### config.mk
export PLATFORM = sky130hd
export DESIGN_NAME = comb_sweep_sequencer_flat
export DESIGN_NICKNAME = d
export VERILOG_FILES = /design/src/rtl/comb_sweep_pkg.sv /design/src/rtl/comb_sweep_sequencer_if.sv /design/src/rtl/comb_sweep_misr.sv /design/src/rtl/comb_sweep_sequencer.sv /design/src/flat_wrapper.sv
export SDC_FILE = /design/constraint.sdc
export NUM_CORES = 1
export LEC_CHECK = 0
export CORE_MARGIN = 5
export CORE_UTILIZATION = 47
export DETAILED_ROUTE_END_ITERATION = 8
export GPL_TIMING_DRIVEN = 1
export HOLD_SLACK_MARGIN = 0.15
export PLACE_DENSITY = 0.9
export SLEW_MARGIN = 5
export SYNTH_ARGS = -nofsm -noshare
export SYNTH_HDL_FRONTEND = slang
export SYNTH_HIERARCHICAL = 1
export SYNTH_SLANG_ARGS = --single-unit
export TNS_END_PERCENT = 1
### constraint.sdc
create_clock -name clk -period 3.4 [get_ports clk]
set_input_delay 0.34 -clock clk [delete_from_list [all_inputs] [get_ports clk]]
set_output_delay 0.34 -clock clk [all_outputs]
set_load 0.02 [all_outputs]
### src/rtl/comb_sweep_pkg.sv
// Shared types and constants for the exhaustive truth-table sweep sequencer.
// The signature helper is only used when COMB_SWEEP_MISR_EN is defined.
package comb_sweep_pkg;

  localparam int SIG_W = 32;
  localparam logic [SIG_W-1:0] MISR_POLY = 32'h04C11DB7;

  typedef enum logic [2:0] {
    ST_IDLE,
    ST_APPLY,
    ST_WAIT,
    ST_CAPTURE,
    ST_EMIT,
    ST_DONE
  } state_t;

  // One MISR step: shift left, fold the polynomial on carry-out, then mix in the row.
  function automatic logic [SIG_W-1:0] misr_next(input logic [SIG_W-1:0] sig,
                                                 input logic [SIG_W-1:0] din);
    return {sig[SIG_W-2:0], 1'b0} ^ (sig[SIG_W-1] ? MISR_POLY : '0) ^ din;
  endfunction

endpackage

### src/rtl/comb_sweep_sequencer_if.sv
// Captured-row stream between the sweep sequencer and its consumer.
// Plain valid/ready handshake; idx/data are stable while valid is high.
interface comb_sweep_sequencer_if #(
  parameter int IN_W  = 4,
  parameter int OUT_W = 18
);
  logic             row_valid;
  logic             row_ready;
  logic [IN_W-1:0]  row_idx;
  logic [OUT_W-1:0] row_data;

  modport master (output row_valid, output row_idx, output row_data, input row_ready);
  modport slave  (input row_valid, input row_idx, input row_data, output row_ready);
endinterface

### src/rtl/comb_sweep_misr.sv
// 32-bit multiple-input signature register folding one truth-table row per enable.
// Instantiated by the sequencer only when COMB_SWEEP_MISR_EN is defined.
module comb_sweep_misr
  import comb_sweep_pkg::*;
#(
  parameter int DATA_W = 18
) (
  input  logic              clk,
  input  logic              rst_n,
  input  logic              clr,
  input  logic              en,
  input  logic [DATA_W-1:0] data,
  output logic [SIG_W-1:0]  sig
);

  logic [SIG_W-1:0] sig_reg;

  always_ff @(posedge clk) begin
    if (!rst_n) begin
      sig_reg <= '0;
    end else if (clr) begin
      sig_reg <= '0;
    end else if (en) begin
      sig_reg <= misr_next(sig_reg, SIG_W'(data));
    end
  end

  assign sig = sig_reg;

endmodule

### src/rtl/comb_sweep_sequencer.sv
// Drives every input vector into an attached combinational netlist, waits SETTLE
// cycles, captures its outputs and streams each row out. Optional COMB_SWEEP_MISR_EN.
module comb_sweep_sequencer
  import comb_sweep_pkg::*;
#(
  parameter int IN_W   = 4,
  parameter int OUT_W  = 18,
  parameter int SETTLE = 1
) (
  input  logic                   clk,
  input  logic                   rst_n,
  input  logic                   start,
  input  logic                   abort,
  output logic                   busy,
  output logic                   done,
  output logic [IN_W-1:0]        dut_x,
  input  logic [OUT_W-1:0]       dut_f,
  comb_sweep_sequencer_if.master row,
  output logic [SIG_W-1:0]       signature
);

  localparam int ROWS_M1 = (1 << IN_W) - 1;
  localparam logic [IN_W:0] LAST_IDX = (IN_W + 1)'(ROWS_M1);
  localparam logic [3:0] SETTLE_M1 = 4'((SETTLE == 0) ? 0 : SETTLE - 1);

  state_t           state_reg;
  logic [IN_W:0]    idx_reg;
  logic [3:0]       settle_cnt_reg;
  logic             busy_reg;
  logic             done_reg;
  logic             row_valid_reg;
  logic [IN_W-1:0]  dut_x_reg;
  logic [IN_W-1:0]  row_idx_reg;
  logic [OUT_W-1:0] row_data_reg;
  logic             start_ok;

  // Abort beats a simultaneous start, so a sweep only begins on a clean start.
  assign start_ok = (state_reg == ST_IDLE) && start && !abort;

  always_ff @(posedge clk) begin
    if (!rst_n) begin
      state_reg      <= ST_IDLE;
      idx_reg        <= '0;
      settle_cnt_reg <= '0;
      busy_reg       <= 1'b0;
      done_reg       <= 1'b0;
      row_valid_reg  <= 1'b0;
      dut_x_reg      <= '0;
      row_idx_reg    <= '0;
      row_data_reg   <= '0;
    end else begin
      done_reg <= 1'b0;
      if (state_reg != ST_IDLE && abort) begin
        state_reg     <= ST_IDLE;
        busy_reg      <= 1'b0;
        row_valid_reg <= 1'b0;
      end else begin
        case (state_reg)
          ST_IDLE: begin
            if (start_ok) begin
              state_reg <= ST_APPLY;
              idx_reg   <= '0;
              busy_reg  <= 1'b1;
            end
          end
          ST_APPLY: begin
            dut_x_reg      <= idx_reg[IN_W-1:0];
            settle_cnt_reg <= '0;
            state_reg      <= (SETTLE == 0) ? ST_CAPTURE : ST_WAIT;
          end
          ST_WAIT: begin
            if (settle_cnt_reg == SETTLE_M1) begin
              state_reg <= ST_CAPTURE;
            end else begin
              settle_cnt_reg <= settle_cnt_reg + 4'd1;
            end
          end
          ST_CAPTURE: begin
            row_data_reg  <= dut_f;
            row_idx_reg   <= idx_reg[IN_W-1:0];
            row_valid_reg <= 1'b1;
            state_reg     <= ST_EMIT;
          end
          ST_EMIT: begin
            if (row.row_ready) begin
              row_valid_reg <= 1'b0;
              if (idx_reg == LAST_IDX) begin
                state_reg <= ST_DONE;
                busy_reg  <= 1'b0;
                done_reg  <= 1'b1;
              end else begin
                idx_reg   <= idx_reg + 1'b1;
                state_reg <= ST_APPLY;
              end
            end
          end
          ST_DONE: begin
            state_reg <= ST_IDLE;
          end
          default: begin
            state_reg <= ST_IDLE;
          end
        endcase
      end
    end
  end

  assign busy          = busy_reg;
  assign done          = done_reg;
  assign dut_x         = dut_x_reg;
  assign row.row_valid = row_valid_reg;
  assign row.row_idx   = row_idx_reg;
  assign row.row_data  = row_data_reg;

`ifdef COMB_SWEEP_MISR_EN
  logic row_fire;

  // Only a delivered row (handshake without abort) enters the signature.
  assign row_fire = (state_reg == ST_EMIT) && row_valid_reg && row.row_ready && !abort;

  comb_sweep_misr #(
    .DATA_W (OUT_W)
  ) u_misr (
    .clk   (clk),
    .rst_n (rst_n),
    .clr   (start_ok),
    .en    (row_fire),
    .data  (row_data_reg),
    .sig   (signature)
  );
`else
  assign signature = '0;
`endif

endmodule

### src/flat_wrapper.sv
// flat-port wrapper written by rule: the top's interface ports become plain ports
module comb_sweep_sequencer_flat import comb_sweep_pkg::*;
#(
  parameter int IN_W   = 4,
  parameter int OUT_W  = 18,
  parameter int SETTLE = 1
)
  (clk, rst_n, start, abort, busy, done, dut_x, dut_f, signature, row_row_valid, row_row_idx, row_row_data, row_row_ready);
  comb_sweep_sequencer_if #(.IN_W(IN_W), .OUT_W(OUT_W)) row_i ();
  input  logic clk;
  input  logic rst_n;
  input  logic start;
  input  logic abort;
  output logic busy;
  output logic done;
  output logic [IN_W-1:0] dut_x;
  input  logic [OUT_W-1:0] dut_f;
  output logic [SIG_W-1:0] signature;
  output wire logic [$bits(row_i.row_valid)-1:0] row_row_valid;
  output wire logic [$bits(row_i.row_idx)-1:0] row_row_idx;
  output wire logic [$bits(row_i.row_data)-1:0] row_row_data;
  input wire logic [$bits(row_i.row_ready)-1:0] row_row_ready;
  assign row_row_valid = row_i.row_valid;
  assign row_row_idx = row_i.row_idx;
  assign row_row_data = row_i.row_data;
  assign row_i.row_ready = row_row_ready;
  comb_sweep_sequencer #(.IN_W(IN_W), .OUT_W(OUT_W), .SETTLE(SETTLE)) u_core (.clk(clk), .rst_n(rst_n), .start(start), .abort(abort), .busy(busy), .done(done), .dut_x(dut_x), .dut_f(dut_f), .row(row_i), .signature(signature));
endmodule
==> reports/results.tsv, run 1 <==
stage	metric	value	unit
run_status	status	complete, no violations	
synthesis	synth_area_leaders	dfxtp_1, buf_4, nand2_1	
clock_tree	cts_resized	0	
grt	antenna_found_initial	0	
finish	layout-drive-gt1-share	4.498	%
floorplan	dieArea	5916	um2
clock_tree	clockRootBuffer	clkbuf_8	
clock_tree	cts-htree-levels	2	
grt	grt_pass1_vias	1550	
pwr	peakVddDrop	193.7	uV
floorplan	io_pins	84	
route	drc_errors	0	
floorplan	num_rows	24	
clock_tree	ctsHoldBuffers	0	
route	drtIter0Drc	50	
finish	fin_cells	341	
placed_design	preCtsSetupSlack	1065	ps
setup_path	critPathMaxFanout	22	
setup_path	required	3580	ps
sta	setup_viol	0	
clock_tree	clk_latency	300	ps
setup_path	worst_ep_arrival_time	2150	ps
synthesis	syn_avg_cell_area	8.590	um2
worst_hold_path	min_path_type	register to register	
grt	grt_pass1_wl	7120	um
clock_tree	cts_buffers	5	
route	viasPerCell	4.938	
clock_tree	clock_path_buffers	2	
synthesis	yosysSeqAreaShare	39.00	%
setup_path	r2r-end	u_core/row.row_idx[1]	
sta	slew_violations	0	
setup_path	rr_worst_depth	3	
clock_tree	clock-sinks	41	
route	vias	1684	
sta	period_share	57.74	%
pwr	leakagePower	0.9292	nW
sta	whs	456.1	ps
setup_path	r2r_start	u_core/state_reg[1]	
sta	period_minus_slack	1963	ps
job	cap_violations	0	
setup_path	crit_end	u_core/row.row_idx[1]	
sta	rsz0062_at_grt	no	
setup_path	path_class	primary input to register	
sta	setup_slack	1437	ps
route	dr.pass1.iters	4	
setup_path	worstSetupEndpointType	register	
floorplan	die-height	76.92	um
sta	timing.final.hold_violations	0	
route	avgRoutedWirePerCell	12.68	um
setup_path	regToRegSetupSlack	1520	ps
sta	max_freq	509.4	MHz
floorplan	core_area	4354	um2
synthesis	synth_area	2105	um2
finish	fin_area	2619	um2
clock_tree	post_cts_buffers	0	
placed_design	dp_hpwl	3060	um
synthesis	ys_types	39	
placed_design	routabilityCongestion	0.7891	
sta	skew	3.622	ps
synthesis	yosysWarnings	6	
finish	largest_reg_flops	18	
route	wirelength	4323	um
pwr	power_density	395.6	nW/um2
sta	tightest_slew	879.0	ps
setup_path	worst_setup_path_start_kind	primary input	
finish	num-nets-final	315	
placed_design	dp_cells	333	
clock_tree	clkTransAtPathRegs	80	ps
floorplan	start_util	48.33	%
finish	diodes	0	
synthesis	syn_inst	245	
synthesis	synth_top_area_share	39.00	%
grt	grt-ovfl-total	0	
route	ant_nets	0	
setup_path	crit_start	abort	
floorplan	die_w	76.92	um
synthesis	synth_top_cell_by_area	dfxtp_1	
synthesis	synth-seq-cells	41	
sta	tns	0	ps
placed_design	place_area	2499	um2
grt	grt_usage	14.45	%
placed_design	io_buffers	51	
finish	area_growth	24.44	%
grt	grt_max_degree	33	
clock_tree	cts_tree	done	
sta	slew_headroom	41.07	%
-- where the power goes --
part / switching [W] / internal [W] / total, W
logic: 0.0000766 / 0.0000532 / 0.000130
registers: 0.0000129 / 0.000487 / 0.000499
clock network: 0.000168 / 0.000239 / 0.000407
total: 0.000258 / 0.000778 / 0.00104
-- cells in the final DEF (no fill, tap or decap), types with 2 or more instances in the layout --
cell type | netlist | routed
nand2_1 | 56 | 56
clkdlybuf4s50_1 | 0 | 51
dfxtp_1 | 41 | 41
conb_1 | 1 | 32
a21boi_0 | 16 | 16
a21boi_1 | 10 | 10
mux2i_1 | 7 | 7
clkbuf_8 | 0 | 6
inv_1 | 6 | 6
nand3b_1 | 5 | 5
nand3_1 | 5 | 5
nand2b_1 | 4 | 4
o21ai_0 | 4 | 4
ha_1 | 4 | 4
o211ai_1 | 3 | 3
nor2b_1 | 3 | 3
a211oi_1 | 3 | 3
nor3b_1 | 3 | 3
or3_1 | 2 | 2
a21oi_1 | 2 | 2
nor2_1 | 2 | 2
or4b_1 | 2 | 2
nor4b_2 | 2 | 2
nor4_1 | 2 | 2
o32ai_1 | 2 | 2
-- worst min path at each step --
stage / endpoint / from / depth (start not counted) / slack [ps]
global route: u_core/row.row_idx[3] / u_core/row.row_idx[3] / 2 / 480
detailed placement: u_core/row.row_idx[3] / u_core/row.row_idx[3] / 2 / 450
CTS: u_core/row.row_idx[3] / u_core/row.row_idx[3] / 2 / 460
global placement: u_core/row.row_idx[1] / u_core/row.row_idx[1] / 2 / 440
floorplan: u_core/idx_reg[4] / u_core/idx_reg[4] / 2 / 430
finish: u_core/row.row_idx[3] / u_core/row.row_idx[3] / 2 / 460
-- layout make-up --
| cell class | count | area [um2] |
|---|---|---|
| clock inverters | 2 | 37.54 |
| fillers | 377 | 1735 |
| clock buffers | 6 | 82.58 |
| inverters | 6 | 22.52 |
| repair buffers | 52 | 518.0 |
| well taps | 52 | 65.06 |
| multi-input cells | 182 | 1072 |
| flip-flops and latches | 41 | 820.8 |
-- through the flow --
stage / utilization, % / total power (W)
floorplan: - / 0.0006264
global placement: 57.39 / 0.0006366
detailed placement: 57.39 / 0.0006382
CTS: 60.14 / 0.001046
global route: 60.14 / 0.001076
finish: 60.14 / 0.001036
-- cell families after synthesis --
group | share of synthesized area [%]
and+or+nand+nor | 23.13
buffers and inverters | 15.58
AOI/OAI and AO/OA | 15.99
DFF | 39.00
muxes | 3.330
adders and majority gates | 2.378
other | 0.1782
xor gates and xnor gates | 0.4162
-- critical path: stages --
cell             delay [ps]
clkdlybuf4s50_1         550
nand4bb_1               860
nand2_1                 290
a21boi_1                100
-- synthesized netlist by cell type --
cell / n
o21bai_1: 1
o31ai_1: 1
a21bo_4: 1
nor2_1: 2
or4b_1: 2
nor3b_1: 3
conb_1: 1
and3_1: 1
and3b_1: 1
nand3_1: 5
nor3_1: 1
o21ai_0: 4
a22o_1: 1
nor4_1: 2
a21boi_0: 16
and4bb_1: 1
o32ai_1: 2
dfxtp_1: 41
nand3b_1: 5
xnor2_1: 1
or4bb_1: 1
clkbuf_1: 8
a21boi_1: 10
a21oi_2: 1
or3_1: 2
o211ai_1: 3
nor4b_2: 2
nor4bb_1: 1
a211oi_1: 3
buf_4: 32
nor2b_1: 3
ha_1: 4
nand2_1: 56
nand2b_1: 4
nand4bb_1: 1
inv_1: 6
buf_2: 7
mux2i_1: 7
a21oi_1: 2
-- metal layers --
metal | part of all wire (%) | vias to the layer above | GRT usage [%]
met4 | 1.0 | 0 | 5.245
met5 | 0 | - | 0
met1 | 43 | 768 | 17.43
met3 | 9.7 | 4 | 5.621
met2 | 46 | 64 | 23.17
li1 | - | 848 | -
Note: power is estimated with default switching activity, not from simulation.
==> run 2, diff against run 1 <==
--- a/config.mk
+++ b/config.mk
@@ -6,11 +6,11 @@
 export NUM_CORES = 1
 export LEC_CHECK = 0
 export CORE_MARGIN = 5
-export CORE_UTILIZATION = 47
+export CORE_UTILIZATION = 39
 export DETAILED_ROUTE_END_ITERATION = 8
 export GPL_TIMING_DRIVEN = 1
 export HOLD_SLACK_MARGIN = 0.15
-export PLACE_DENSITY = 0.9
+export PLACE_DENSITY = 0.8
 export SLEW_MARGIN = 5
 export SYNTH_ARGS = -nofsm -noshare
 export SYNTH_HDL_FRONTEND = slang
==> constraint.sdc (replaced) <==
create_clock -name clk -period 1.8 [get_ports clk]
set_input_delay 0.18 -clock clk [delete_from_list [all_inputs] [get_ports clk]]
set_output_delay 0.18 -clock clk [all_outputs]
set_load 0.02 [all_outputs]
==> reports/results.tsv, run 2 (synthesis results as in run 1) <==
stage	metric	value	unit	change
grt	grt_pass1_vias	1571		+1.4%
floorplan	core_area	5172	um2	+19%
floorplan	io_pins	84		unchanged
sta	setup_slack	71.91	ps	-1365 ps
pwr	power_density	753.4	nW/um2	+90%
floorplan	num_rows	26		+8.3%
clock_tree	clockRootBuffer	clkbuf_8		
sta	skew	2.225	ps	-1.397 ps
sta	slew_violations	0		unchanged
setup_path	cp_slowest_cell	a211oi_1		
finish	diodes	0		unchanged
clock_tree	clkTransAtPathRegs	80	ps	about the same
floorplan	die_w	83.46	um	+8.5%
pwr	total_power	0.002066	W	+99%
grt	grt_pass1_wl	7410	um	+4.1%
route	drtIter0Drc	66		+32%
route	avgRoutedWirePerCell	12.01	um	-5.3%
worst_hold_path	min_path_type	primary input to register		
placed_design	io_buffers	51		unchanged
route	drc_errors	0		unchanged
pwr	internal-power	0.001585	W	+100%
setup_path	critPathMaxFanout	3		-86%
route	wirelength	4430	um	+2.5%
sta	max_freq	578.7	MHz	
clock_tree	post_cts_buffers	0		unchanged
finish	seqCellArea	820.8	um2	unchanged
finish	largest_reg_flops	18		unchanged
pwr	leakagePower	0.9966	nW	+7.3%
job	cap_violations	0		unchanged
setup_path	cp_common_cell	ha_1		
clock_tree	clock_path_buffers	2		unchanged
clock_tree	ctsHoldBuffers	0		unchanged
grt	grt-ovfl-total	0		unchanged
floorplan	dieArea	6966	um2	+18%
setup_path	max_stage_delay	330	ps	-530 ps
setup_path	worst_ep_arrival_time	1950	ps	-200 ps
clock_tree	clock-sinks	41		unchanged
route	ant_nets	0		unchanged
run_status	status	complete, no violations		
route	dr.pass1.iters	4		unchanged
setup_path	required	2020	ps	-1560 ps
finish	fillers	482		+28%
placed_design	routabilityCongestion	0.7697		-2.5%
placed_design	preCtsSetupSlack	93.85	ps	-971.5 ps
setup_path	worst_setup_path_start_kind	register		
clock_tree	cts_buffers	5		unchanged
route	vias	1689		+0.30%
setup_path	rr_worst_depth	6		+3
clock_tree	cts_tree	done		
sta	rsz0062_at_grt	yes		
placed_design	dp_hpwl	3297	um	+7.7%
setup_path	worstSetupEndpointType	register		
finish	num-nets-final	325		+3.2%
finish	layout_commonest_cell	nand2_1		
worst_hold_path	holdPathStages	3		+1
floorplan	die-height	83.46	um	+8.5%
sta	setup_viol	0		unchanged
grt	antenna_found_initial	0		unchanged
grt	grt_usage	12.62	%	-1.8 points
grt	grt_max_degree	23		-30%
setup_path	crit_chain	ha_1, and3_1, ha_1, nand3b_1, a211oi_1, mux2i_1		
setup_path	path_class	register to register		
pwr	seqPwrFrac	45.6	%	-2.6 points
finish	layout-drive-gt1-share	7.692	%	+3.2 points
pwr	power.share.switching	23.30	%	-1.6 points
clock_tree	clk_latency	280	ps	-20 ps
pwr	combPwrFrac	12.9	%	+0.4 points
finish	area_growth	30.32	%	
pwr	clkPwrFrac	41.5	%	+2.2 points
route	viasPerCell	4.577		-7.3%
finish	final_cell_mix	nand2_1, clkdlybuf4s50_1, dfxtp_1		
sta	period_minus_slack	1728	ps	
pwr	peakVddDrop	351.5	uV	+81%
pwr	power.net_switching	0.0004814	W	+87%
sta	period_share	96.01	%	
sta	timing.final.hold_violations	0		unchanged
finish	multi_input_area	1072	um2	unchanged
clock_tree	cts-htree-levels	2		unchanged
clock_tree	cts_resized	0		unchanged
floorplan	start_util	40.69	%	-7.6 points
[run 2: changes by cell type in the layout (fill, tap and decap cells not counted), sizes merged]
cell / previous run / this run
clkinvlp: 1 / 0
clkinv: 0 / 1
buf: 1 / 11
bufinv: 1 / 2
clkbuf: 6 / 5
[run 2: metrics by stage]
| stage | hold WS (ps) | setup TNS (ps) | util (%) | cell area, um2 | std cells |
|---|---|---|---|---|---|
| after floorplan | 314.9 | 0 | - | 2221 | 276 |
| after global placement | 439.9 | 0 | 50.44 | 2609 | 361 |
| after detailed placement | 445.4 | 0 | 50.44 | 2609 | 361 |
| after CTS | 426.2 | 0 | 53.02 | 2743 | 369 |
| after global routing | 444.0 | -48.09 | 53.02 | 2743 | 369 |
| final | 436.7 | 0 | 53.02 | 2743 | 369 |
[run 2: worst max-delay path: cells and delay by family, from the launching register on]
kind	cells	cell delay, ps
mux	1	210
flops	1	320
compound gates	1	330
fa+ha+maj	2	400
simple gates	2	400
[run 2: power groups by stage]
stage / Clock [W] / Sequential [W] / Combinational, W
after CTS: 0.000889 / 0.000941 / 0.000266
after detailed placement: 0 / 0.000962 / 0.000264
after floorplan: 0 / 0.000956 / 0.000227
final: 0.000858 / 0.000942 / 0.000267
after global routing: 0.000916 / 0.000944 / 0.000290
after global placement: 0 / 0.000961 / 0.000262
[run 2: final cells by class]
cell class / count / share of cell area, %
multi-input cells: 182 / 39.10
flip-flops and latches: 41 / 29.93
repair buffers: 62 / 22.08
well taps: 70 / 3.193
clock buffers: 5 / 2.509
clock inverters: 3 / 2.372
inverters: 6 / 0.8212
[run 2: layer usage]
metal	global-route usage [%]	vias up	part of all wire, %
met4	2.193	0	0.14
met5	0	-	0
li1	-	870	-
met2	20.48	59	46
met3	4.344	2	7.3
met1	16.46	758	46
[run 2: path summary, 6_finish.rpt]
path,from,end,slack [ps]
hold / removal,dut_f[7],u_core/row.row_data[7],440
setup / recovery,u_core/idx_reg[0],u_core/idx_reg[3],70
hold reg to reg,u_core/row.row_data[7],u_core/row.row_data[7],450
setup reg to reg,u_core/idx_reg[0],u_core/idx_reg[3],70
==> run 3, diff against run 2 <==
--- a/config.mk
+++ b/config.mk
@@ -11,6 +11,7 @@
 export GPL_TIMING_DRIVEN = 1
 export HOLD_SLACK_MARGIN = 0.15
 export PLACE_DENSITY = 0.8
+export SETUP_SLACK_MARGIN = 0.05
 export SLEW_MARGIN = 5
 export SYNTH_ARGS = -nofsm -noshare
 export SYNTH_HDL_FRONTEND = slang
==> reports/results.tsv, run 3 (synthesis results as in run 1) <==
stage	metric	value	unit	change
run_status	status	complete, no violations		
finish	seqCellArea	823.3	um2	+0.30%
grt	grtUsageMet2	20.48	%	unchanged
setup_path	worst_ep_arrival_time	1900	ps	-50 ps
finish	layout-drive-gt1-share	10.33	%	+2.6 points
setup_path	r2r_start	u_core/idx_reg[1]		
floorplan	die-height	83.46	um	unchanged
setup_path	path_class	register to register		
setup_path	critPathMaxFanout	3		unchanged
pwr	power_density	741.9	nW/um2	-1.5%
grt	grt_pass1_vias	1571		unchanged
finish	final_cell_mix	nand2_1, clkdlybuf4s50_1, dfxtp_1		
setup_path	cp_common_cell	ha_4		
setup_path	rr_worst_depth	6		unchanged
route	drc_errors	0		unchanged
finish	layout_commonest_cell	nand2_1		
grt	use_met1	16.46	%	unchanged
clock_tree	cts-htree-levels	2		unchanged
placed_design	io_buffers	51		unchanged
sta	tns	0	ps	unchanged
setup_path	worstSetupEndpointType	register		
clock_tree	clockRootBuffer	clkbuf_8		
setup_path	regToRegSetupSlack	120	ps	+50 ps
setup_path	required	2020	ps	about the same
setup_path	crit_start	u_core/idx_reg[1]		
floorplan	dieArea	6966	um2	unchanged
setup_path	path_buf_inv	0		unchanged
route	ant_nets	0		unchanged
clock_tree	ctsHoldBuffers	0		unchanged
clock_tree	clk_latency	290	ps	about the same
floorplan	die_w	83.46	um	unchanged
clock_tree	clock-sinks	41		unchanged
floorplan	num_rows	26		unchanged
grt	grt_usage	12.62	%	unchanged
finish	multi_input_area	1120	um2	+4.4%
setup_path	crit_chain	ha_4, and3_4, ha_4, nand3b_1, a211oi_2, mux2i_1		
route	dr.pass1.iters	4		unchanged
clock_tree	clock_path_buffers	2		unchanged
job	cap_violations	0		unchanged
sta	rsz0062_at_grt	yes		
setup_path	r2r-end	u_core/idx_reg[2]		
finish	diodes	0		unchanged
placed_design	dp_hpwl	3297	um	unchanged
grt	grt_pass1_wl	7410	um	unchanged
sta	period_minus_slack	1681	ps	-47.06 ps
setup_path	cp_num_cells	6		unchanged
route	vias	1705		+0.95%
placed_design	dp_cells	361		unchanged
grt	grtUsageMet3	4.344	%	unchanged
placed_design	routabilityCongestion	0.7697		unchanged
sta	setup_viol	0		unchanged
setup_path	worst_setup_path_start_kind	register		
clock_tree	cts_tree	done		
sta	skew	2.476	ps	+0.2509 ps
setup_path	max_stage_delay	340	ps	about the same
route	avgRoutedWirePerCell	12.45	um	+3.7%
sta	max_freq	594.9	MHz	+2.8%
worst_hold_path	min_path_type	primary input to register		
finish	largest_reg_flops	18		unchanged
grt	grt-ovfl-total	0		unchanged
setup_path	cp_slowest_cell	dfxtp_2		
pwr	total_power	0.002077	W	+0.54%
finish	fin_cells	370		+0.27%
grt	grt_max_degree	23		unchanged
worst_hold_path	min_from	dut_f[7]		
route	drtIter0Drc	72		+9.1%
grt	antenna_found_initial	0		unchanged
floorplan	start_util	40.69	%	unchanged
floorplan	io_pins	84		unchanged
finish	post-route-util	54.14	%	+1.1 points
finish	area_growth	33.06	%	
clock_tree	cts_buffers	5		unchanged
sta	slew_violations	0		unchanged
setup_path	crit_end	u_core/idx_reg[2]		
route	wirelength	4607	um	+4.0%
pwr	leakagePower	1.001	nW	+0.44%
finish	fillers	471		-2.3%
finish	num-nets-final	326		+0.31%
sta	period_share	93.39	%	-2.6 points
setup_path	cp_top_family	simple AND/OR/NAND/NOR gates		
route	viasPerCell	4.608		+0.67%
floorplan	core_area	5172	um2	unchanged
sta	timing.final.hold_violations	0		unchanged
pwr	peakVddDrop	355.9	uV	+1.2%
grt	busiest_layer	met2		
clock_tree	clkTransAtPathRegs	80	ps	about the same
==> run 3: cell count changes in the layout (fill, tap and decap cells not counted), sizes merged <==
| cell | before | now |
|---|---|---|
| buf | 11 | 12 |
==> run 3: metal layers <==
| metal | part of all wire [%] | vias to the layer above |
|---|---|---|
| li1 | - | 877 |
| met1 | 45 | 757 |
| met2 | 47 | 66 |
| met3 | 7.3 | 5 |
| met4 | 0.54 | 0 |
| met5 | 0 | - |
==> run 3: report_power, final <==
part,switching (W),leakage [nW],internal [W]
registers,0.0000238,0.332,0.000920
logic,0.000156,0.601,0.000117
clock network,0.000310,0.0681,0.000551
total,0.000490,1.00,0.00159
==> run 3: worst min path at each step <==
stage	end	slack (ps)	depth (start not counted)
CTS	u_core/row.row_data[7]	430	3
global placement	u_core/row.row_data[7]	440	2
floorplan	u_core/row.row_data[2]	310	2
detailed placement	u_core/row.row_data[4]	450	2
global route	u_core/row.row_data[6]	440	3
finish	u_core/row.row_data[7]	430	3
==> run 3: what timing repair did <==
item,in CTS,in global routing
gates resized for setup,0,10
setup buffers,0,1
endpoints found under the setup margin,0,6
==> run 3: worst register-to-register path, stage by stage (launching register included) <==
cell,delay [ps]
dfxtp_2,340
ha_4,150
and3_4,180
ha_4,150
nand3b_1,270
a211oi_2,290
mux2i_1,230
==> run 3: layout make-up <==
type	count	share of cell area, %
inverter	6	0.8043
timing repair buffer	63	21.89
clock inverter	3	2.323
multi-input combinational	182	39.99
tap	70	3.128
sequential	41	29.40
clock buffer	5	2.458
==> run 3: stage by stage <==
stage	setup WS (ps)	area (um2)	hold slack, ps
2_1_floorplan	190.0	2221	314.9
3_3_place_gp	137.6	2609	439.9
3_5_place_dp	93.85	2609	445.4
4_1_cts	75.94	2743	426.2
5_1_grt	25.76	2800	444.0
6_report	119.0	2800	434.3
==> edit: new RTL, config.mk and constraints of run 1 <==
`IN_W` is set to 4 in 3 places; all go to 5.
--- a/src/rtl/comb_sweep_sequencer_if.sv
+++ b/src/rtl/comb_sweep_sequencer_if.sv
@@ -1,7 +1,7 @@
 // Captured-row stream between the sweep sequencer and its consumer.
 // Plain valid/ready handshake; idx/data are stable while valid is high.
 interface comb_sweep_sequencer_if #(
-  parameter int IN_W  = 4,
+  parameter int IN_W  = 5,
   parameter int OUT_W = 18
 );
   logic             row_valid;
--- a/src/rtl/comb_sweep_sequencer.sv
+++ b/src/rtl/comb_sweep_sequencer.sv
@@ -3,7 +3,7 @@
 module comb_sweep_sequencer
   import comb_sweep_pkg::*;
 #(
-  parameter int IN_W   = 4,
+  parameter int IN_W   = 5,
   parameter int OUT_W  = 18,
   parameter int SETTLE = 1
 ) (
--- a/src/flat_wrapper.sv
+++ b/src/flat_wrapper.sv
@@ -1,7 +1,7 @@
 // flat-port wrapper written by rule: the top's interface ports become plain ports
 module comb_sweep_sequencer_flat import comb_sweep_pkg::*;
 #(
-  parameter int IN_W   = 4,
+  parameter int IN_W   = 5,
   parameter int OUT_W  = 18,
   parameter int SETTLE = 1
 )
Ports: changed (resized dut_x and row_row_idx); port bits go from 84 to 86. No check against the original RTL was run, so the function may have changed too.
==> edit against run 1 <==
Routed wire length up 8.8%. Register-to-register slack worse by 0.13 ns. First-iteration DRC count rose to 3.3 times the old value. Worst setup slack worse by 0.29 ns. Count of clock-buffer cells in the layout down 1. Total power up 12%. Global-route usage up 0.81 points. Synthesized area up 1.2%. Synthesized cell count up 4.9%. Sequential cell count up 3. Design area up 1.4%. Critical endpoint is now u_core/row.row_data[12]$_SDFFE_PN0P_. Largest cell class unchanged. Largest power group unchanged.
==> edit: results (changes against run 1) <==
- Status: finished, final reports clean (unchanged)
- Yosys warnings: 6 (unchanged)
- Xor and xnor area share after synthesis: 0% (was 0.416%)
- Most instantiated cells after synthesis: nand2_1, dfxtp_1, buf_4, a21oi_1, nor2_1 (was nand2_1, dfxtp_1, buf_4, a21boi_0, a21boi_1)
- DRT iter0 DRCs: 163 (was 50)
- Area share of fa/ha/maj cells after synthesis: 1.76% (was 2.38%)
- HPWL after DPL: 3390 um (was 3060 um)
- Wire per inst: 13.2 um (was 12.7 um)
- Detailed Route WL: 4700 um (was 4320 um)
- First-pass GRT wire length: 7590 um (was 7120 um)
- Dpl cell area: 2540 sq um (was 2500 sq um)
- Critical Path AT: 2.39 ns (was 2.15 ns)
- Synth area leaders: dfxtp_1, buf_4, nand2_1, a21oi_1, mux2i_1 (was dfxtp_1, buf_4, nand2_1, a21boi_0, a21boi_1)
- Clk buf depth: 2 (unchanged)
- Post-CTS setup buffer count: 0 (unchanged)
- Post-CTS resize count: 0 (unchanged)
- Seq pwr share: 48.0% (was 48.2%)
- Worst Hold Launch: u_core/row.row_idx[4]$_SDFFE_PN0P_ (was u_core/row.row_idx[3]$_SDFFE_PN0P_)
- Inst Count DP: 349 (was 333)
- Nets: 330 (was 315)
- Clock period minus worst slack: 2.26 ns (was 1.96 ns)
- Number of fill cells in the layout: 391 (was 377)
- Switching Share: 28.8% (was 24.9%)
- Worst Reg-to-Reg Cells: 4 (was 3)
- Post-synthesis compound-gate area fraction: 13.4% (was 16.0%)
- Yosys cell types: 44 (was 39)
- Register area share after synthesis: 41.3% (was 39.0%)
- Dpl ws: 0.819 ns (was 1.07 ns)
- Vias in the first global route: 1613 (was 1550)
- GRT Total Usage: 15.3% (was 14.4%)
- Clock transition at the registers of the reported paths: 0.08 ns (about the same)
- Hold path cells: 2 (unchanged)
- Reg-to-reg critical path startpoint: u_core/state_reg[2]$_SDFFE_PP0P_ (was u_core/state_reg[1]$_SDFFE_PP0P_)
- Via Count: 1781 (was 1684)
- Worst-Margin Slew: 0.994 ns (was 0.879 ns)
- Logic pwr share: 17.2% (was 12.5%)
- Worst IR Drop VDD: 0.330 mV (was 0.194 mV)
- Multi-input combinational cell area: 1050 sq um (was 1070 sq um)
- Fraction of synthesized area in multiplexers: 3.82% (was 3.33%)
- Worst hold endpoint: u_core/row.row_idx[4]$_SDFFE_PN0P_ (was u_core/row.row_idx[3]$_SDFFE_PN0P_)
- Quantity of I/O buffers inserted on ports: 53 (was 51)
- R2R Setup Slk: 1.39 ns (was 1.52 ns)
- Hold Worst Slack: 0.459 ns (was 0.456 ns)
- Crit path max fanout: 23 (was 22)
- Share of layout cells above drive strength 1: 6.23% (was 4.50%)
- Internal power: 0.000829 W (was 0.000778 W)
- P_leak: 0.952 nW (was 0.929 nW)
- Critical R2R Capture: u_core/row.row_data[12]$_SDFFE_PN0P_ (was u_core/row.row_idx[1]$_SDFFE_PN0P_)
- GPL Wtd Cong: 0.854 (was 0.789)
- Clk_skew: 0.00459 ns (was 0.00362 ns)
- Post-Syn Instances: 257 (was 245)
edit: cell count changes in the layout (fill, tap and decap cells not counted), sizes merged, moves of 3 or more:
cell | before | now
dfxtp | 41 | 44
nor3b | 3 | 0
a21boi | 26 | 0
nand4 | 0 | 3
nor3 | 1 | 6
nand3b | 5 | 1
a21oi | 3 | 29
nor2 | 2 | 14
edit: cell type report:
class	count	share of cell area [%]
inverters	3	0.424
clock inverters	3	1.74
clock buffers	5	2.59
multi-input cells	196	39.4
flip-flops and latches	44	33.2
repair buffers	54	20.3
well taps	52	2.45
edit: worst max-delay path, stage by stage:
cell and delay [ns]:
clkdlybuf4s50_1 0.65, nor2_1 0.37, nand3_1 0.66, nand2_1 0.27, a21oi_1 0.10
edit: layer usage:
layer	track usage (%)	vias to the layer above	share of wire [%]	wire, um
li1	-	894	-	-
met1	18.6	812	41	1950
met2	25.2	69	48	2270
met3	5.21	6	8.8	412
met4	5.15	0	1.4	65
met5	0	-	0	0
